`src/rtl/axi_rd_arbiter.sv`:
```
// Round-robin arbiter sharing one AXI4 read master between the icache (port 0)
// and the dcache (port 1); one burst in flight at a time, beats forwarded in order.
module axi_rd_arbiter #(
  parameter int ID_WIDTH   = 4,
  parameter int ADDR_WIDTH = 32,
  parameter int DATA_WIDTH = 32
) (
  input  logic                       clk,
  input  logic                       rst,
  input  logic [1:0]                 addr_valid_i,
  input  logic [1:0][ADDR_WIDTH-1:0] addr_i,
  input  logic [1:0][7:0]            data_len_i,
  output logic [1:0]                 resp_ready_o,
  output logic [1:0]                 data_valid_o,
  output logic [DATA_WIDTH-1:0]      data_o,
  output logic                       arvalid_o,
  input  logic                       arready_i,
  output logic [ADDR_WIDTH-1:0]      araddr_o,
  output logic [7:0]                 arlen_o,
  output logic [2:0]                 arsize_o,
  output logic [1:0]                 arburst_o,
  output logic [ID_WIDTH-1:0]        arid_o,
  input  logic                       rvalid_i,
  output logic                       rready_o,
  input  logic [DATA_WIDTH-1:0]      rdata_i,
  input  logic [1:0]                 rresp_i,
  input  logic                       rlast_i,
  input  logic [ID_WIDTH-1:0]        rid_i,
  output logic                       err_o
);

  localparam logic [2:0] ARSIZE = 3'($clog2(DATA_WIDTH / 8));

  typedef enum logic [1:0] {
    ST_IDLE = 2'd0,
    ST_AR   = 2'd1,
    ST_R    = 2'd2
  } state_t;

  state_t                       state_r, state_nxt_s;
  logic [1:0]                   pending_r;
  logic [1:0][ADDR_WIDTH-1:0]   slot_addr_r;
  logic [1:0][7:0]              slot_len_r;
  logic                         last_grant_r;
  logic                         active_r;
  logic [7:0]                   beat_cnt_r;
  logic [1:0]                   resp_ready_r;
  logic [1:0]                   data_valid_r;
  logic [DATA_WIDTH-1:0]        data_r;
  logic                         arvalid_r;
  logic [ADDR_WIDTH-1:0]        araddr_r;
  logic [7:0]                   arlen_r;
  logic [2:0]                   arsize_r;
  logic [1:0]                   arburst_r;
  logic [ID_WIDTH-1:0]          arid_r;
  logic                         rready_r;
  logic                         err_r;

  logic                         grant_vld_s;
  logic                         grant_port_s;
  logic                         burst_end_s;
  logic [1:0]                   grant_vec_s;
  logic [1:0]                   active_vec_s;
  logic [1:0]                   req_drop_s;
  logic [1:0]                   req_acc_s;
  logic                         beat_s;
  logic                         r_err_s;

  assign beat_s       = rvalid_i & rready_r;
  assign active_vec_s = (state_r == ST_IDLE) ? 2'b00 : (active_r ? 2'b10 : 2'b01);
  assign grant_vec_s  = grant_vld_s ? (grant_port_s ? 2'b10 : 2'b01) : 2'b00;
  // A port may hold one request: re-requests while pending or in service are dropped
  assign req_drop_s   = addr_valid_i & (pending_r | active_vec_s);
  assign req_acc_s    = addr_valid_i & ~req_drop_s;
  assign r_err_s      = beat_s & ((rid_i != arid_r) | (rresp_i != 2'b00) |
                                  (rlast_i != (beat_cnt_r == arlen_r)));

  // Next-state and grant selection
  always_comb begin
    state_nxt_s  = state_r;
    grant_vld_s  = 1'b0;
    grant_port_s = 1'b0;
    burst_end_s  = 1'b0;
    case (state_r)
      ST_IDLE: begin
        if (pending_r != 2'b00) begin
          grant_vld_s = 1'b1;
          if (pending_r == 2'b11) begin
            grant_port_s = ~last_grant_r;
          end else begin
            grant_port_s = pending_r[1];
          end
          if (slot_len_r[grant_port_s] != 8'd0) begin
            state_nxt_s = ST_AR;
          end else begin
            state_nxt_s = ST_IDLE;
          end
        end else begin
          state_nxt_s = ST_IDLE;
        end
      end
      ST_AR: begin
        if (arvalid_r && arready_i) begin
          state_nxt_s = ST_R;
        end else begin
          state_nxt_s = ST_AR;
        end
      end
      ST_R: begin
        // A missing rlast still ends the burst once arlen+1 beats have arrived
        if (beat_s && (rlast_i || (beat_cnt_r == arlen_r))) begin
          burst_end_s = 1'b1;
          state_nxt_s = ST_IDLE;
        end else begin
          state_nxt_s = ST_R;
        end
      end
      default: state_nxt_s = ST_IDLE;
    endcase
  end

  // State register
  always_ff @(posedge clk) begin
    if (rst) begin
      state_r <= ST_IDLE;
    end else begin
      state_r <= state_nxt_s;
    end
  end

  // Request slots, AXI address registers, response pulses and error flag
  always_ff @(posedge clk) begin
    if (rst) begin
      pending_r    <= 2'b00;
      slot_addr_r  <= '0;
      slot_len_r   <= '0;
      last_grant_r <= 1'b1;
      active_r     <= 1'b0;
      beat_cnt_r   <= 8'd0;
      resp_ready_r <= 2'b00;
      data_valid_r <= 2'b00;
      data_r       <= '0;
      arvalid_r    <= 1'b0;
      araddr_r     <= '0;
      arlen_r      <= 8'd0;
      arsize_r     <= 3'd0;
      arburst_r    <= 2'b00;
      arid_r       <= '0;
      rready_r     <= 1'b0;
      err_r        <= 1'b0;
    end else begin
      pending_r    <= (pending_r & ~grant_vec_s) | req_acc_s;
      resp_ready_r <= 2'b00;
      data_valid_r <= 2'b00;
      if (req_acc_s[0]) begin
        slot_addr_r[0] <= addr_i[0];
        slot_len_r[0]  <= data_len_i[0];
      end
      if (req_acc_s[1]) begin
        slot_addr_r[1] <= addr_i[1];
        slot_len_r[1]  <= data_len_i[1];
      end
      if ((req_drop_s != 2'b00) || r_err_s) begin
        err_r <= 1'b1;
      end
      case (state_r)
        ST_IDLE: begin
          if (grant_vld_s) begin
            last_grant_r <= grant_port_s;
            if (slot_len_r[grant_port_s] == 8'd0) begin
              resp_ready_r <= grant_vec_s;
            end else begin
              active_r  <= grant_port_s;
              arvalid_r <= 1'b1;
              araddr_r  <= slot_addr_r[grant_port_s];
              arlen_r   <= slot_len_r[grant_port_s] - 8'd1;
              arsize_r  <= ARSIZE;
              arburst_r <= 2'b01;
              arid_r    <= {{(ID_WIDTH-1){1'b0}}, grant_port_s};
            end
          end
        end
        ST_AR: begin
          if (arvalid_r && arready_i) begin
            arvalid_r    <= 1'b0;
            resp_ready_r <= active_vec_s;
            beat_cnt_r   <= 8'd0;
            rready_r     <= 1'b1;
          end
        end
        ST_R: begin
          if (beat_s) begin
            data_r       <= rdata_i;
            data_valid_r <= active_vec_s;
            beat_cnt_r   <= beat_cnt_r + 8'd1;
            if (burst_end_s) begin
              rready_r <= 1'b0;
            end
          end
        end
        default: begin
          arvalid_r <= 1'b0;
          rready_r  <= 1'b0;
        end
      endcase
    end
  end

  assign resp_ready_o = resp_ready_r;
  assign data_valid_o = data_valid_r;
  assign data_o       = data_r;
  assign arvalid_o    = arvalid_r;
  assign araddr_o     = araddr_r;
  assign arlen_o      = arlen_r;
  assign arsize_o     = arsize_r;
  assign arburst_o    = arburst_r;
  assign arid_o       = arid_r;
  assign rready_o     = rready_r;
  assign err_o        = err_r;

endmodule

```
`config.mk`:
```
export PLATFORM = sky130hd
export DESIGN_NAME = axi_rd_arbiter
export DESIGN_NICKNAME = d
export VERILOG_FILES = /design/src/rtl/axi_rd_arbiter.sv
export SDC_FILE = /design/constraint.sdc
export NUM_CORES = 1
export LEC_CHECK = 0
export CORE_ASPECT_RATIO = 0.5
export CORE_MARGIN = 2
export CORE_UTILIZATION = 51
export CTS_CLUSTER_DIAMETER = 200
export DETAILED_ROUTE_END_ITERATION = 8
export PLACE_DENSITY_LB_ADDON = 0.2
export SETUP_SLACK_MARGIN = 0.02
export SYNTH_ARGS = -nofsm -noshare
export SYNTH_HDL_FRONTEND = slang
export SYNTH_SLANG_ARGS = --single-unit
```
`constraint.sdc`:
```
create_clock -name clk -period 7.8 [get_ports clk]
set_clock_uncertainty 0.2 [all_clocks]
set_input_delay 1.56 -clock clk [delete_from_list [all_inputs] [get_ports clk]]
set_output_delay 1.56 -clock clk [all_outputs]
set_load 0.01 [all_outputs]
```
==> run summary, run 1 <==
largest net degree at the start of global routing = 87
placed inst area = 9190 um2
I/O Pins = 213
Power Total = 2.48 mW
Peak VDD IR = 0.139 mV
vias in the first global route = 6277
Die Y-Extent = 87.7 um
GPL Wtd Cong = 0.853
# rows = 30
Max Cap Viol = 0
P_leak = 3.49 nW
Fmax = 235 MHz
overflow left after global routing = 0
CP Max Fanout = 74
Final Setup Violations = 0
Slew Viols, Final = 0
core area = 13600 um2
CP required = 7930 ps
CTS clk-pin slew, worst paths = 70 ps
crit-path cells = nor2_1 > nand2_2 > mux2i_1 > ha_1 > nor3b_1 > nand4_1 > and3_4 > nor2_1 > a311oi_2
Fin Setup TNS = 0 ps
vias per cell = 5.27
clock tree buffer depth = 2
WL final = 18800 um
H-tree levels = 4
area grow syn2layout = 37.1%
Antenna diodes = 0
Worst Hold Class = reg2reg
post-cts sizing count = 0
DRT Pass-1 Iters = 5
port bufs = 206
layout cells sized above 1 = 0.0774
most common cell after layout, fill and taps aside = nand2_1
clk root buf = clkbuf_16
Clock Sinks = 174
fin worst setup slack = 3550 ps
Least-Margin Pin Slew = 986 ps
post-route cell area = 9800 um2
slowest stage delay, CP = 840 ps
syn_area_per_cell = 8.10 um2
Post-CTS Setup Repair Bufs = 0
critical path class = reg2reg
Unique masters post-synth = 48
Total GRT Usage = 0.249
Initial Utilization = 0.525
CTS tree = built
HPWL after DPL = 12600 um
most frequent cells in the layout = nand2_1, clkdlybuf4s50_1, dfxtp_1, a21oi_1, nor2_1
final core utilization = 0.719
Relative slew margins = 0.343
routed via count = 6596
RSZ-0062 raised after global routing = false
CTS Buf Count = 17
WHS = 252 ps
global-route wire length before repair = 29800 um
placed insts = 1219
initial antenna violation count = 1
worst skew pair latency = 420 ps
asr flop ratio synth = 0
crit start category = flop
Layout Nets = 1175
Syn Std Cell Area = 7150 um2
kind of end point of the critical path = flop
Antenna Nets Post-Route = 0
Tmin final = 4250 ps
final hold vios = 0
# hold bufs at CTS = 0
Die ar. = 15000 um2
DR WL/cell = 15.0 um
initial DRC count = 456
synth warn = 0
Die W = 171 um
critical path's slowest cell = and3_4
status = completed
post-synthesis sequential area ratio = 0.487
crit-path most repeated cell = nor2_1
Top FF cell, synth = dfxtp_1
flops & latches, synth = 174
Pwr Density = 253 nW/um2
Setup WS pre-CTS = 3660 ps
# DRC = 0
Tcrit/Tclk final = 0.545
number of cells in the finished layout apart from fillers = 1251
Cells after Synth = 883
EDFF count, synth = 0
CP arrival = 4380 ps
[registers in the layout, summed over array words and instances, names as in the netlist, 2 cells and up]
register / flops
state_r: 2
data_valid_o: 2
pending_r: 2
beat_cnt_r: 8
arlen_o: 8
slot_addr_r: 64
resp_ready_o: 2
slot_len_r: 16
araddr_o: 32
data_o: 32
[power breakdown]
part | internal [mW] | switching [mW] | leakage (nW)
Combinational | 0.268 | 0.292 | 1.78
Clock | 0.512 | 0.366 | 0.295
Sequential | 0.976 | 0.0684 | 1.42
Total | 1.76 | 0.727 | 3.49
[critical path: cells and delay by family, from the launching register on]
kind,cells,cell delay [ps]
adder cells (fa/ha/maj),1,290
AND/OR/NAND/NOR,6,2600
AO/OA/AOI/OAI,1,270
flip-flops,1,410
multiplexers,1,330
[cell type report]
type / count / area [um2]
Clock buffer: 18 / 429
Clock inverter: 14 / 181
Fill cell: 1050 / 3830
Multi-Input combinational cell: 636 / 3330
Sequential cell: 174 / 3480
Timing Repair Buffer: 213 / 2120
Tap cell: 192 / 240
Inverter: 4 / 15.0
[cells by family (layout without fill, tap and decap cells)]
kind of cell    count (synthesis)  count (layout)  share of synthesized area
compound gates                192             192                      0.191
xor+xnor                       21              21                     0.0257
fa+ha+maj                       4               4                    0.00700
buf+inv                        78             249                     0.0509
flops                         174             174                      0.487
mux                             4               4                    0.00560
other cells                     1               6                   0.000525
simple gates                  409             409                      0.232
[path summary, 6_finish.rpt]
| kind | start | endpoint | slack [ps] | cells after the start |
|---|---|---|---|---|
| setup / recovery | state_r[1]$_SDFF_PP0_ | araddr_o[27]$_SDFFE_PP0P_ | 3550 | 9 |
| hold / removal | data_o[30]$_SDFFE_PP0P_ | data_o[30]$_SDFFE_PP0P_ | 250 | 2 |
| setup reg to reg | state_r[1]$_SDFF_PP0_ | araddr_o[27]$_SDFFE_PP0P_ | 3550 | 9 |
| hold reg to reg | data_o[30]$_SDFFE_PP0P_ | data_o[30]$_SDFFE_PP0P_ | 250 | 2 |
[synthesized netlist by cell type (2+ instances only)]
library cell,instances,area share
a211oi_1,2,0.0021
a211oi_2,2,0.0035
a21oi_1,128,0.090
a221o_1,2,0.0028
a311oi_2,32,0.067
a31oi_1,3,0.0026
and2_1,2,0.0018
and3_1,2,0.0018
buf_2,3,0.0021
buf_4,8,0.0084
buf_6,5,0.0079
clkbuf_1,58,0.030
dfxtp_1,174,0.49
ha_1,4,0.0070
inv_1,4,0.0021
mux2i_1,4,0.0056
nand2_1,311,0.16
nand2b_1,2,0.0018
nand3_1,3,0.0021
nand4_1,5,0.0044
nand4b_1,2,0.0025
nor2_1,52,0.027
nor2b_1,4,0.0035
nor3_1,5,0.0035
nor3b_1,3,0.0032
nor4_1,5,0.0044
o211ai_1,4,0.0042
o21ai_0,9,0.0063
or2_2,3,0.0026
or3_1,5,0.0044
xnor2_1,7,0.0086
xor2_1,14,0.017
[metal layers]
metal / track usage / share of wire / vias up / routed length, um
li1: - / - / 3263 / -
met1: 0.307 / 0.44 / 3102 / 8270
met2: 0.444 / 0.49 / 210 / 9180
met3: 0.0560 / 0.061 / 19 / 1150
met4: 0.0724 / 0.0092 / 2 / 173
met5: 0 / 0.00064 / - / 12
(Power assumes the default switching activity.)
==> inputs of run 2 (changes only) <==
--- a/config.mk
+++ b/config.mk
@@ -7,7 +7,7 @@
 export LEC_CHECK = 0
 export CORE_ASPECT_RATIO = 0.5
 export CORE_MARGIN = 2
-export CORE_UTILIZATION = 51
+export CORE_UTILIZATION = 47
 export CTS_CLUSTER_DIAMETER = 200
 export DETAILED_ROUTE_END_ITERATION = 8
 export PLACE_DENSITY_LB_ADDON = 0.2
==> constraint.sdc (replaced) <==
create_clock -name clk -period 4.4 [get_ports clk]
set_clock_uncertainty 0.2 [all_clocks]
set_input_delay 0.88 -clock clk [delete_from_list [all_inputs] [get_ports clk]]
set_output_delay 0.88 -clock clk [all_outputs]
set_load 0.01 [all_outputs]
==> run 2 against run 1 <==
  * Via count rose by 0.23%
  * Cell count rose by 0.56%
  * Register-to-register slack got worse by 2700 ps
  * Utilization fell by 4.9 points
  * Clock power rose by 79%
  * Clock-buffer cell count fell by 1
  * Critical endpoint unchanged
  * Die area rose by 8.2%
==> run summary, run 2 (same netlist as run 1, synthesis figures left out) <==
Slew Viols, Final = 0
Tmin final = 3510 ps
WHS = 253 ps
critical path class = reg2reg
Power Total = 4.42 mW
Total GRT Usage = 0.235
CP arrival = 3630 ps
Die ar. = 16300 um2
busiest grt layer = met2
Antenna Nets Post-Route = 0
area grow syn2layout = 37.4%
HPWL after DPL = 12700 um
core area = 14700 um2
global-route wire length before repair = 30600 um
clk root buf = clkbuf_16
initial DRC count = 362
Antenna diodes = 0
crit-path cells = nor2_1 > nand2_2 > mux2i_1 > ha_1 > nor3b_1 > nand4_1 > and3_4 > nor2_1 > a311oi_2
Peak VDD IR = 0.295 mV
max FFs per register = 64
Tcrit/Tclk final = 0.797
clock tree buffer depth = 2
post-cts sizing count = 0
Initial Utilization = 0.488
largest net degree at the start of global routing = 111
initial antenna violation count = 1
status = completed
CP Max Fanout = 74
crit start category = flop
port bufs = 206
Pwr Density = 450 nW/um2
# rows = 31
I/O Pins = 213
Setup WS pre-CTS = 947 ps
critical path's slowest cell = and3_4
most common cell after layout, fill and taps aside = nand2_1
Max Cap Viol = 0
# hold bufs at CTS = 0
final core utilization = 0.670
DRT Pass-1 Iters = 5
Logic pwr share = 0.226
met1 usage = 0.303
GPL Wtd Cong = 0.871
Die Y-Extent = 91.2 um
Post-CTS Setup Repair Bufs = 0
fillers = 1240
kind of end point of the critical path = flop
crit-path most repeated cell = nor2_1
CTS Buf Count = 17
overflow left after global routing = 0
most frequent cells in the layout = nand2_1, clkdlybuf4s50_1, dfxtp_1, a21oi_1, nor2_1
worst skew pair latency = 420 ps
Least-Margin Pin Slew = 1010 ps
routed via count = 6611
DR WL/cell = 15.1 um
slowest stage delay, CP = 850 ps
Final Setup Violations = 0
vias per cell = 5.26
CTS clk-pin slew, worst paths = 70 ps
Flop pwr share = 0.419
fin worst setup slack = 895 ps
Relative slew margins = 0.319
Clock power frac = 0.355
Bufs and invs on worst path = 0
Layout Nets = 1176
# DRC = 0
H-tree levels = 4
Sw Share = 0.304
P_leak = 3.51 nW
final hold vios = 0
Top reg by flops = slot_addr_r
CP required = 4520 ps
Fin Setup TNS = 0 ps
CTS tree = built
Die W = 178 um
met3 Resource Use GR = 0.0448
net load switching power = 1.34 mW
RSZ-0062 raised after global routing = false
layout cells sized above 1 = 0.0802
Worst Hold Class = reg2reg
internal power = 3.08 mW
CP top delay family = simple AND/OR/NAND/NOR gates
met2 GRT Util = 0.395
WL final = 18900 um
vias in the first global route = 6247
Clock Sinks = 174
Fmax = 285 MHz
-- run 2: changes by cell type in the layout (fill, tap and decap cells not counted), sizes merged --
cell / delta
clkinvlp: -2
clkbuf: -1
clkinv: -2
inv: +6
buf: +1
bufinv: -1
-- run 2: metrics by stage --
step           cell area [um2]  cells
3_3_place_gp              9210   1226
3_5_place_dp              9210   1226
6_report                  9820   1258
4_1_cts                   9820   1258
5_1_grt                   9820   1258
2_1_floorplan             7170    888
-- run 2: power by group through the flow --
stage	combinational (mW)	sequential (mW)	clock [mW]
floorplan	0.584	1.88	0
global placement	0.974	1.88	0
detailed placement	0.997	1.89	0
CTS	1.00	1.85	1.59
global route	1.09	1.87	1.67
finish	0.997	1.85	1.57
-- run 2: path summary, 6_finish.rpt --
check                                                  to  slack, ps  cells past startpoint                     from
worst max-delay path            araddr_o[27]$_SDFFE_PP0P_        890                      9    state_r[1]$_SDFF_PP0_
worst min-delay path              data_o[26]$_SDFFE_PP0P_        250                      2  data_o[26]$_SDFFE_PP0P_
worst max register to register  araddr_o[27]$_SDFFE_PP0P_        890                      9    state_r[1]$_SDFF_PP0_
worst min register to register    data_o[26]$_SDFFE_PP0P_        250                      2  data_o[26]$_SDFFE_PP0P_
-- run 2: final cells by class --
class	instances	area, um2	share of cell area
Clock buffer	17	425	0.0433
Clock inverter	15	191	0.0195
Inverter	4	15.0	0.00153
Multi-Input combinational cell	636	3340	0.340
Sequential cell	174	3480	0.355
Tap cell	198	248	0.0252
Timing Repair Buffer	214	2120	0.216
-- run 2: worst register-to-register path: cells and delay by family, from the launching register on --
| kind | cells | cell delay [ps] |
|---|---|---|
| multiplexers | 1 | 210 |
| adder cells (fa/ha/maj) | 1 | 240 |
| flip-flops | 1 | 390 |
| AO/OA/AOI/OAI | 1 | 280 |
| AND/OR/NAND/NOR | 6 | 2090 |
-- run 2: per-layer routing --
layer	share of wire	vias to the layer above
met2	0.48	213
met3	0.056	36
met1	0.45	3090
met5	0.00069	-
li1	-	3270
met4	0.019	2
